===== config.mk =====
export PLATFORM = sky130hd
export DESIGN_NAME = key_debounce
export DESIGN_NICKNAME = d
export VERILOG_FILES = /design/src/rtl/key_debounce.sv
export SDC_FILE = /design/constraint.sdc
export NUM_CORES = 1
export LEC_CHECK = 0
export ABC_AREA = 1
export CAP_MARGIN = 20
export CORE_MARGIN = 2
export CORE_UTILIZATION = 49
export CTS_CLUSTER_DIAMETER = 100
export DETAILED_ROUTE_END_ITERATION = 6
export PLACE_DENSITY = 0.66
export SYNTH_ARGS = -nofsm -noshare
export SYNTH_HDL_FRONTEND = slang
export SYNTH_SLANG_ARGS = --single-unit

===== constraint.sdc =====
create_clock -name FPGA_CLK -period 5.4 [get_ports FPGA_CLK]
set_input_delay 0.81 -clock FPGA_CLK [delete_from_list [all_inputs] [get_ports FPGA_CLK]]
set_output_delay 0.81 -clock FPGA_CLK [all_outputs]
set_load 0.02 [all_outputs]

===== src/rtl/key_debounce.sv =====
// -----------------------------------------------------------------------------
// key_debounce
//   Conditions the board's raw active-low push buttons before any application
//   logic uses them. Each key is handled independently: a 2-FF synchroniser
//   brings the asynchronous pin into the FPGA_CLK domain, then a 4-state
//   counter-based debouncer accepts a level change only after DB_CYCLES
//   consecutive synchronised samples agree.
//
// Parameters
//   N_KEYS     number of independent keys
//   DB_CYCLES  consecutive stable samples required to accept a change (>= 2)
//
// Ports
//   FPGA_CLK     in   1       system clock, all logic on rising edge
//   FPGA_RST     in   1       synchronous reset, active-high
//   KEY          in   N_KEYS  raw buttons, asynchronous, 0 = pressed
//   key_level    out  N_KEYS  debounced state, 1 = pressed
//   key_press    out  N_KEYS  one-cycle pulse on a debounced press
//   key_release  out  N_KEYS  one-cycle pulse on a debounced release
//   key_toggle   out  N_KEYS  flips on every debounced press
//
// All outputs are registered. Per-key FSM state is held in state_q[] and the
// run counter in cnt_q[], both visible for hierarchical inspection.
//
// Handshake: there is none; KEY is a free-running level input and every
// output is a plain registered level/pulse, valid on every cycle.
// -----------------------------------------------------------------------------
module key_debounce #(
  parameter int N_KEYS    = 4,
  parameter int DB_CYCLES = 1_000_000
) (
  input  logic              FPGA_CLK,
  input  logic              FPGA_RST,
  input  logic [N_KEYS-1:0] KEY,
  output logic [N_KEYS-1:0] key_level,
  output logic [N_KEYS-1:0] key_press,
  output logic [N_KEYS-1:0] key_release,
  output logic [N_KEYS-1:0] key_toggle
);

  localparam int CNT_W = $clog2(DB_CYCLES);
  // Terminal count: the sample that completes a run of DB_CYCLES.
  localparam logic [CNT_W-1:0] CNT_LAST = CNT_W'(DB_CYCLES - 1);

  typedef enum logic [1:0] {
    ST_RELEASED     = 2'd0,
    ST_PRESS_PEND   = 2'd1,
    ST_PRESSED      = 2'd2,
    ST_RELEASE_PEND = 2'd3
  } db_state_e;

  // Synchroniser stages; reset to 1 so a reset looks like "not pressed".
  logic [N_KEYS-1:0] sync1_q;
  logic [N_KEYS-1:0] sync2_q;
  // Synchronised key, 1 = pressed.
  logic [N_KEYS-1:0] pressed_n;

  db_state_e         state_q [N_KEYS];
  logic [CNT_W-1:0]  cnt_q   [N_KEYS];

  always_ff @(posedge FPGA_CLK) begin
    if (FPGA_RST) begin
      sync1_q <= '1;
      sync2_q <= '1;
    end else begin
      sync1_q <= KEY;
      sync2_q <= sync1_q;
    end
  end

  assign pressed_n = ~sync2_q;

  // One FSM per key, unrolled by the loop; keys never interact.
  // The counter holds the length of the current contrary run; it is cleared on
  // every reversal, so it can never go past CNT_LAST.
  always_ff @(posedge FPGA_CLK) begin
    if (FPGA_RST) begin
      for (int k = 0; k < N_KEYS; k++) begin
        state_q[k] <= ST_RELEASED;
        cnt_q[k]   <= '0;
      end
      key_level   <= '0;
      key_press   <= '0;
      key_release <= '0;
      key_toggle  <= '0;
    end else begin
      // Pulses are single-cycle unless re-asserted below.
      key_press   <= '0;
      key_release <= '0;
      for (int k = 0; k < N_KEYS; k++) begin
        case (state_q[k])
          ST_RELEASED: begin
            if (pressed_n[k]) begin
              state_q[k] <= ST_PRESS_PEND;
              cnt_q[k]   <= CNT_W'(1);
            end else begin
              cnt_q[k]   <= '0;
            end
          end
          ST_PRESS_PEND: begin
            if (!pressed_n[k]) begin
              // Run too short: treat as a glitch.
              state_q[k] <= ST_RELEASED;
              cnt_q[k]   <= '0;
            end else if (cnt_q[k] == CNT_LAST) begin
              state_q[k]    <= ST_PRESSED;
              cnt_q[k]      <= '0;
              key_level[k]  <= 1'b1;
              key_press[k]  <= 1'b1;
              key_toggle[k] <= ~key_toggle[k];
            end else begin
              cnt_q[k]   <= cnt_q[k] + CNT_W'(1);
            end
          end
          ST_PRESSED: begin
            if (!pressed_n[k]) begin
              state_q[k] <= ST_RELEASE_PEND;
              cnt_q[k]   <= CNT_W'(1);
            end
          end
          ST_RELEASE_PEND: begin
            if (pressed_n[k]) begin
              state_q[k] <= ST_PRESSED;
              cnt_q[k]   <= '0;
            end else if (cnt_q[k] == CNT_LAST) begin
              state_q[k]     <= ST_RELEASED;
              cnt_q[k]       <= '0;
              key_level[k]   <= 1'b0;
              key_release[k] <= 1'b1;
            end else begin
              cnt_q[k]   <= cnt_q[k] + CNT_W'(1);
            end
          end
          default: begin
            state_q[k] <= ST_RELEASED;
            cnt_q[k]   <= '0;
          end
        endcase
      end
    end
  end

endmodule


### Yosys cells after proc, flatten, opt, wreduce, memory -nomap -nowiden

Memories as Yosys holds them, arrays and structs flattened.
Index checks and enable logic that the tools add are counted.

| operators by class | value |
|---|---|
| magnitude comparators | 0 |
| mux-type cells | 222 |
| eq/ne operators | 32 |
| divide/modulo/power cells | 0 |
| reductions and logical operators | 16 |
| multipliers | 0 |
| bitwise logic cells | 65 |
| shifts and indexed selects | 0 |
| add/sub/neg operators | 4 |

Operators with widths:

| cell | number |
|---|---|
| 20-bit 2-to-1 mux | 36 |
| 1-bit 2-to-1 mux | 158 |
| 20-bit by 1-bit adder with 20-bit output (second input constant) | 4 |
| 20-bit equality test (second input constant) | 4 |
| 1-bit OR | 60 |
| 2-bit 2-to-1 mux | 24 |
| 2-bit != test (second input constant) | 16 |
| 5-bit AND reduction | 4 |
| 2-bit equality test (second input constant) | 8 |
| 3-bit AND reduction | 4 |
| 2-bit by 1-bit equality test with 1-bit output (second input constant) | 4 |
| 2-bit logical NOT | 4 |
| 1-bit case mux with 2 select lines | 4 |
| 2-bit nonzero test | 4 |
| 1-bit NOT | 4 |
| 4-bit NOT | 1 |

| storage, ports and cells | value |
|---|---|
| flip-flop bits (word level) | 24 |
| bits of input ports | 6 |
| latch bits | 0 |
| bits in read-only memories | 0 |
| RAM bits | 88 |
| memories | 2 |
| output and inout bits | 16 |

Memory list:

| memory | words | bits a word | read ports | clocked after Yosys merged registers in | write ports | line | source |
|---|---|---|---|---|---|---|---|
| cnt_q | 4 | 20 | 4 | 0 | 4 | 59 | `logic [CNT_W-1:0] cnt_q [N_KEYS];` |
| state_q | 4 | 2 | 4 | 0 | 4 | 58 | `db_state_e state_q [N_KEYS];` |

### Longest topological paths before layout

Gate-level depths: netlist of the first run.

| logic depth | value |
|---|---|
| word-level depth | 14 |
| mapped depth | 11 |

### Least setup slack after synthesis of the first run

No wires, ideal clock.

| timing | value |
|---|---|
| path type | input to register |
| start point | input FPGA_RST |
| end point | memory cnt_q[0][0] (netlist name), enable pin |
| library setup time | 0.497 ns |
| data arrival time | 2.041 ns |
| buffers on the path | 3 |
| data required time | 4.903 ns |
| stages on the path | 5 |
| setup slack | 2.862 ns |
| cells stage by stage | buf_2 -> buf_2 -> inv_1 -> buf_2 -> nand4_1 |

RTL lines:

| item | line | source |
|---|---|---|
| start, declared | 33 | `input logic FPGA_RST,` |
| end, declared | 59 |  |

==> impl_metrics.tcl, run 1 <==
set metrics [dict create \
    finalCriticalPeriod_ns 2.76 \
    io_buffer_count 21 \
    power_density_mw_per_mm2 247 \
    path_class "in2reg" \
    firstDrtPassIters 7 \
    end_kind "flip-flop" \
    path_cells "clkdlybuf4s50_1 -> buf_4 -> nor2_1 -> nand2_1 -> nor2_1 -> o21ai_2 -> nand2_1 -> nand2_1 -> inv_1" \
    totalWireLength_um 12100 \
    fp.coreArea_mm2 0.0127 \
    hold_class "reg2reg" \
    io_pins 22 \
    clk_latency_ns 0.36 \
    area_growth_pct 10.5 \
    slew_viol_final 0 \
    fmax_mhz 362 \
    setup_slack_ns 2.64 \
    ys_seq_area_share_pct 48.7 \
    maxCapViolations 0 \
    htree_levels 3 \
    slew_headroom_pct 39.7 \
    ys_types 38 \
    cts-resized-gates 0 \
    nFillCells 1211 \
    arrival_ns 2.88 \
    grt_pass1_wl_um 20900 \
    cpMaxStageDelayCell "o21ai_2" \
    fin_tns_setup_ns 0 \
    antenna_found_initial 0 \
    grtUsageTotal_pct 18.1 \
    grt_pass1_vias 4628 \
    p_leak_nw 2.63 \
    synth_edf_count 88 \
    dp_hpwl_um 8630 \
    cts_sinks 112 \
    dieArea_mm2 0.0140 \
    cts_made_buffers 9 \
    drc_errors 0 \
    ant_nets 0 \
    clock_skew_ns 0.00544 \
    clock_path_buffers 2 \
    cts_tree "done" \
    place_ws_ns 2.16 \
    rsz0062_at_grt "no" \
    nets 788 \
    overflow 0 \
    cp.depth 9 \
    fp.dieW_um 118 \
    path_clk_slew_ns 0.07 \
    postCtsSetupBuffers 0 \
    critPathBufInv 3 \
    synth.avg_cell_area_um2 8.51 \
    synth_flop_cell "edfxtp_1" \
    viasPerCell 5.13 \
    wl_per_cell_um 12.6 \
    chipHeight_um 118 \
    route.vias.total 4899 \
    cts.root.buffer_cell "clkbuf_16" \
    grt_max_degree 27 \
    cp.required_ns 5.52 \
    drive_gt1_share_pct 11.9 \
    hold_viol_final 0 \
    cp-start-kind "primary input" \
    ir_drop_mv 0.132 \
    whs_ns 0.411 \
    ctsHoldBuffers 0 \
    finalCritPeriodShare_pct 51.1 \
    critPathMostFrequentCell "nand2_1" \
    cpPeakStageDelay_ns 0.70 \
    setup_viol 0 \
    worstMarginPinSlew_ns 0.904 \
    syn_inst 754 \
    drtIter0Drc 342 \
    syn_nets 764 \
    initial_core_util_pct 50.4 \
    crit_family "buffers and inverters" \
    ys_seq_elements 112 \
    cp_max_fo 26 \
    hold_depth 1 \
    p_total_w 0.00175 \
    num_antenna_cells 0 \
    mappedNetlistArea_mm2 0.00642 \
    place.gp.congestion 0.877 \
    ys_async_sr_fraction_pct 0 \
    status "complete, no violations" \
    reg2reg_depth 10 \
    core.rowCount 41 \
    synth-warning-count 0 \
]
==> synth_stat cells, types with 5 or more instances <==
| cell | n | area, um2 |
|---|---|---|
| a21oi_1 | 15 | 75.1 |
| buf_2 | 5 | 25.0 |
| dfxtp_1 | 24 | 480 |
| edfxtp_1 | 88 | 2640 |
| inv_1 | 96 | 360 |
| inv_2 | 7 | 26.3 |
| nand2_1 | 128 | 480 |
| nand2_2 | 8 | 50.1 |
| nand3_1 | 43 | 215 |
| nand3_2 | 10 | 100 |
| nand4_1 | 24 | 150 |
| nor2_1 | 143 | 537 |
| nor2_2 | 17 | 106 |
| nor2_4 | 9 | 101 |
| nor3_1 | 19 | 95.1 |
| nor3_2 | 5 | 50.1 |
| o211ai_1 | 5 | 37.5 |
| o21ai_0 | 7 | 35.0 |
| or2_2 | 12 | 75.1 |
| xnor2_1 | 17 | 149 |
| xor2_1 | 39 | 342 |
==> layer usage <==
metal | wire length [um] | share of wire [%] | up-vias | track usage, %
li1 | - | - | 2499 | -
met1 | 5740 | 48 | 2298 | 24.3
met2 | 5700 | 47 | 81 | 29.0
met3 | 324 | 2.7 | 21 | 2.80
met4 | 296 | 2.5 | 0 | 8.11
met5 | 0 | 0 | - | 0
==> flip-flops by register name (all words and copies together) (netlist names) <==
signal,count
sync2_q,4
key_press,4
sync1_q,4
key_release,4
cnt_q,80
state_q,8
key_toggle,4
key_level,4
==> power breakdown <==
part	total [W]	switching [W]	internal [W]
sequential	0.000992	0.0000342	0.000958
combinational	0.000111	0.0000726	0.0000386
clock	0.000646	0.000318	0.000328
==> worst register-to-register path: stages (launching register included) <==
cell and delay (ns):
edfxtp_1 0.41, ha_1 0.28, nand2_2 0.12, nor2_4 0.13
nand2_2 0.09, nor2_4 0.19, nand2_2 0.11, o21ai_2 0.36
nand2_1 0.11, nand2_1 0.10, inv_1 0.05
==> layout make-up <==
cell class | instances | area [um2] | share of cell area (%)
multi-input cells | 527 | 2820 | 39.8
flip-flops and latches | 112 | 3120 | 44.1
well taps | 172 | 215 | 3.04
inverters | 103 | 387 | 5.45
clock inverters | 6 | 41.3 | 0.583
clock buffers | 10 | 239 | 3.37
repair buffers | 25 | 259 | 3.65
==> cell families after synthesis <==
kind of cell | after synthesis | synth area share (%)
adders and majority gates | 4 | 0.780
AOI/OAI and AO/OA | 39 | 3.71
DFF | 112 | 48.7
and+or+nand+nor | 428 | 31.9
buffers and inverters | 115 | 7.31
xor gates and xnor gates | 56 | 7.64
==> path summary, 6_finish.rpt <==
check | from | to | slack (ns)
worst min-delay path | sync1_q[3] | sync2_q[3] | 0.41
worst max register to register | cnt_q[3][0] | cnt_q[3][0] | 3.22
worst min register to register | sync1_q[3] | sync2_q[3] | 0.41
worst max-delay path | FPGA_RST | cnt_q[3][0] | 2.64
==> cell usage in the layout, fill, tap and decap left out, types with 17 or more instances in the layout <==
cell type | netlist | layout
dfxtp_1 | 24 | 24
clkdlybuf4s50_1 | 0 | 21
xor2_1 | 39 | 39
nand2_1 | 128 | 128
edfxtp_1 | 88 | 88
inv_1 | 96 | 96
nor2_1 | 143 | 143
nor3_1 | 19 | 19
nor2_2 | 17 | 17
nand4_1 | 24 | 24
nand3_1 | 43 | 43
xnor2_1 | 17 | 17
==> stage by stage <==
| stage | area [um2] | utilization (%) | instances |
|---|---|---|---|
| after floorplan | 6420 | - | 754 |
| final | 7090 | 55.7 | 955 |
| after detailed placement | 6770 | 53.2 | 936 |
| after global routing | 7090 | 55.7 | 955 |
| after CTS | 7050 | 55.4 | 952 |
| after global placement | 6770 | 53.2 | 936 |
No activity file was read; power rests on OpenSTA's default activity.
==> run 2: changes to the inputs <==
==> constraint.sdc (replaced) <==
create_clock -name FPGA_CLK -period 2.84 [get_ports FPGA_CLK]
set_input_delay 0.426 -clock FPGA_CLK [delete_from_list [all_inputs] [get_ports FPGA_CLK]]
set_output_delay 0.426 -clock FPGA_CLK [all_outputs]
set_load 0.02 [all_outputs]
==> run 2 against run 1 <==
  * Register-to-register slack got worse by 2.4 ns
  * Highest routed layer unchanged
  * First-iteration DRC count grew 17%
  * Hold slack lost 0.0031 ns
  * Clock power grew 100%
==> impl_metrics.tcl, run 2 (synthesis results as in run 1) <==
set metrics [dict create \
    overflow 0 \
    finalCriticalPeriod_ns 1.98 \
    nets 791 \
    ctsHoldBuffers 0 \
    grtUsageTotal_pct 17.9 \
    io_buffer_count 21 \
    final_cell_mix "nor2_1 (143), nand2_1 (128), inv_1 (96), edfxtp_1 (88), nand3_1 (43)" \
    fin_util_pct 56.0 \
    fp.coreArea_mm2 0.0127 \
    drc_errors 0 \
    hold_depth 1 \
    power_density_mw_per_mm2 478 \
    slew_viol_final 0 \
    core.rowCount 41 \
    wl_per_cell_um 12.5 \
    cp_max_fo 27 \
    critPathBufInv 4 \
    viasPerCell 5.03 \
    fin_area_mm2 0.00712 \
    chipHeight_um 118 \
    cts_made_buffers 9 \
    largest_reg_flops 80 \
    clock_path_buffers 2 \
    route.vias.total 4820 \
    arrival_ns 2.09 \
    finalCritPeriodShare_pct 69.6 \
    combPwrFrac_pct 6.2 \
    regToRegEndpoint "cnt_q[3][19]" \
    postCtsSetupBuffers 0 \
    num_antenna_cells 0 \
    setup_slack_ns 0.862 \
    cp.required_ns 2.96 \
    p_leak_nw 2.63 \
    clock_skew_ns 0.00711 \
    path_cells "clkdlybuf4s50_1 -> buf_4 -> nor2_1 -> inv_1 -> nor2_1 -> o21ai_2 -> buf_4 -> nor3_1" \
    firstDrtPassIters 5 \
    slew_headroom_pct 67.5 \
    worstHoldStart "sync1_q[3]" \
    place_ws_ns 0.484 \
    grt_pass1_vias 4527 \
    fin_tns_setup_ns 0 \
    cts-resized-gates 0 \
    grt_max_degree 28 \
    fmax_mhz 506 \
    place.gp.congestion 0.825 \
    switching_share_pct 23.4 \
    ir_drop_mv 0.328 \
    dpl-instance-area_mm2 0.00681 \
    cts_tree "done" \
    htree_levels 3 \
    cts.root.buffer_cell "clkbuf_16" \
    cts_sinks 112 \
    antenna_found_initial 0 \
    grt_pass1_wl_um 20500 \
    instances_no_fill 958 \
    cpPeakStageDelay_ns 0.45 \
    final_common_cell "nor2_1" \
    cp-start-kind "primary input" \
    totalWireLength_um 11900 \
    initial_core_util_pct 50.4 \
    seqPwrFrac_pct 55.5 \
    dp_hpwl_um 8640 \
    p_int_w 0.00261 \
    p_sw_w 0.000796 \
    fp.dieW_um 118 \
    area_growth_pct 11.0 \
    cpMaxStageDelayCell "clkdlybuf4s50_1" \
    clk_latency_ns 0.36 \
    drive_gt1_share_pct 12.2 \
    reg.largest.list "cnt_q x80, state_q x8" \
    status "complete, no violations" \
    drtIter0Drc 400 \
    rsz0062_at_grt "no" \
    r2r_start "cnt_q[3][0]" \
    dieArea_mm2 0.0140 \
    maxCapViolations 0 \
    regMostFlops "cnt_q" \
    r2r_slack_ns 0.86 \
    setup_viol 0 \
    crit_family "buffers and inverters" \
    whs_endpoint "sync2_q[3]" \
    reg2reg_depth 9 \
    hold_viol_final 0 \
    end_kind "flip-flop" \
    hold_class "reg2reg" \
    dp_cells 942 \
    path_clk_slew_ns 0.08 \
    ant_nets 0 \
    io_pins 22 \
    worstMarginPinSlew_ns 0.486 \
    clockPowerShare_pct 38.3 \
    path_class "in2reg" \
]
-- run 2: changes by cell type in the layout (fill, tap and decap cells not counted), sizes merged --
cell,before,now
buf,4,7
clkinvlp,2,4
inv,106,103
bufinv,0,1
-- run 2: worst max-delay path by stage --
stage	cells past startpoint	end	start	slack, ns
after global routing	9	cnt_q[3][13]	cnt_q[3][0]	0.74
final	8	cnt_q[1][14]	FPGA_RST	0.86
after CTS	9	cnt_q[3][13]	cnt_q[3][0]	0.86
after floorplan	5	cnt_q[0][0]	FPGA_RST	0.69
after detailed placement	8	cnt_q[1][14]	FPGA_RST	0.48
after global placement	8	cnt_q[1][14]	FPGA_RST	0.55
-- run 2: cell type report --
class | count | area (um2)
fill | 1195 | 5600
sequential | 112 | 3120
multi-input combinational | 527 | 2820
inverter | 103 | 387
timing repair buffer | 28 | 263
clock buffer | 10 | 239
tap | 172 | 215
clock inverter | 6 | 68.8
-- run 2: power groups by stage --
stage | Combinational, W | Sequential [W] | Clock [W]
after floorplan | 0.000183 | 0.00190 | 0
after global placement | 0.000203 | 0.00192 | 0
after detailed placement | 0.000210 | 0.00192 | 0
after CTS | 0.000211 | 0.00189 | 0.00134
after global routing | 0.000243 | 0.00190 | 0.00140
final | 0.000211 | 0.00189 | 0.00130
-- run 2: per-layer routing --
layer	routed length (um)	track usage, %	vias to the layer above
li1	-	-	2506
met1	5750	23.2	2237
met2	5640	29.8	63
met3	363	3.86	14
met4	174	5.95	0
met5	0	0	-
-- run 2: per-stage QoR --
stage	total power (W)	hold WS [ns]
finish	0.00340	0.408
global route	0.00354	0.427
CTS	0.00344	0.411
detailed placement	0.00213	0.398
global placement	0.00212	0.393
floorplan	0.00208	0.389
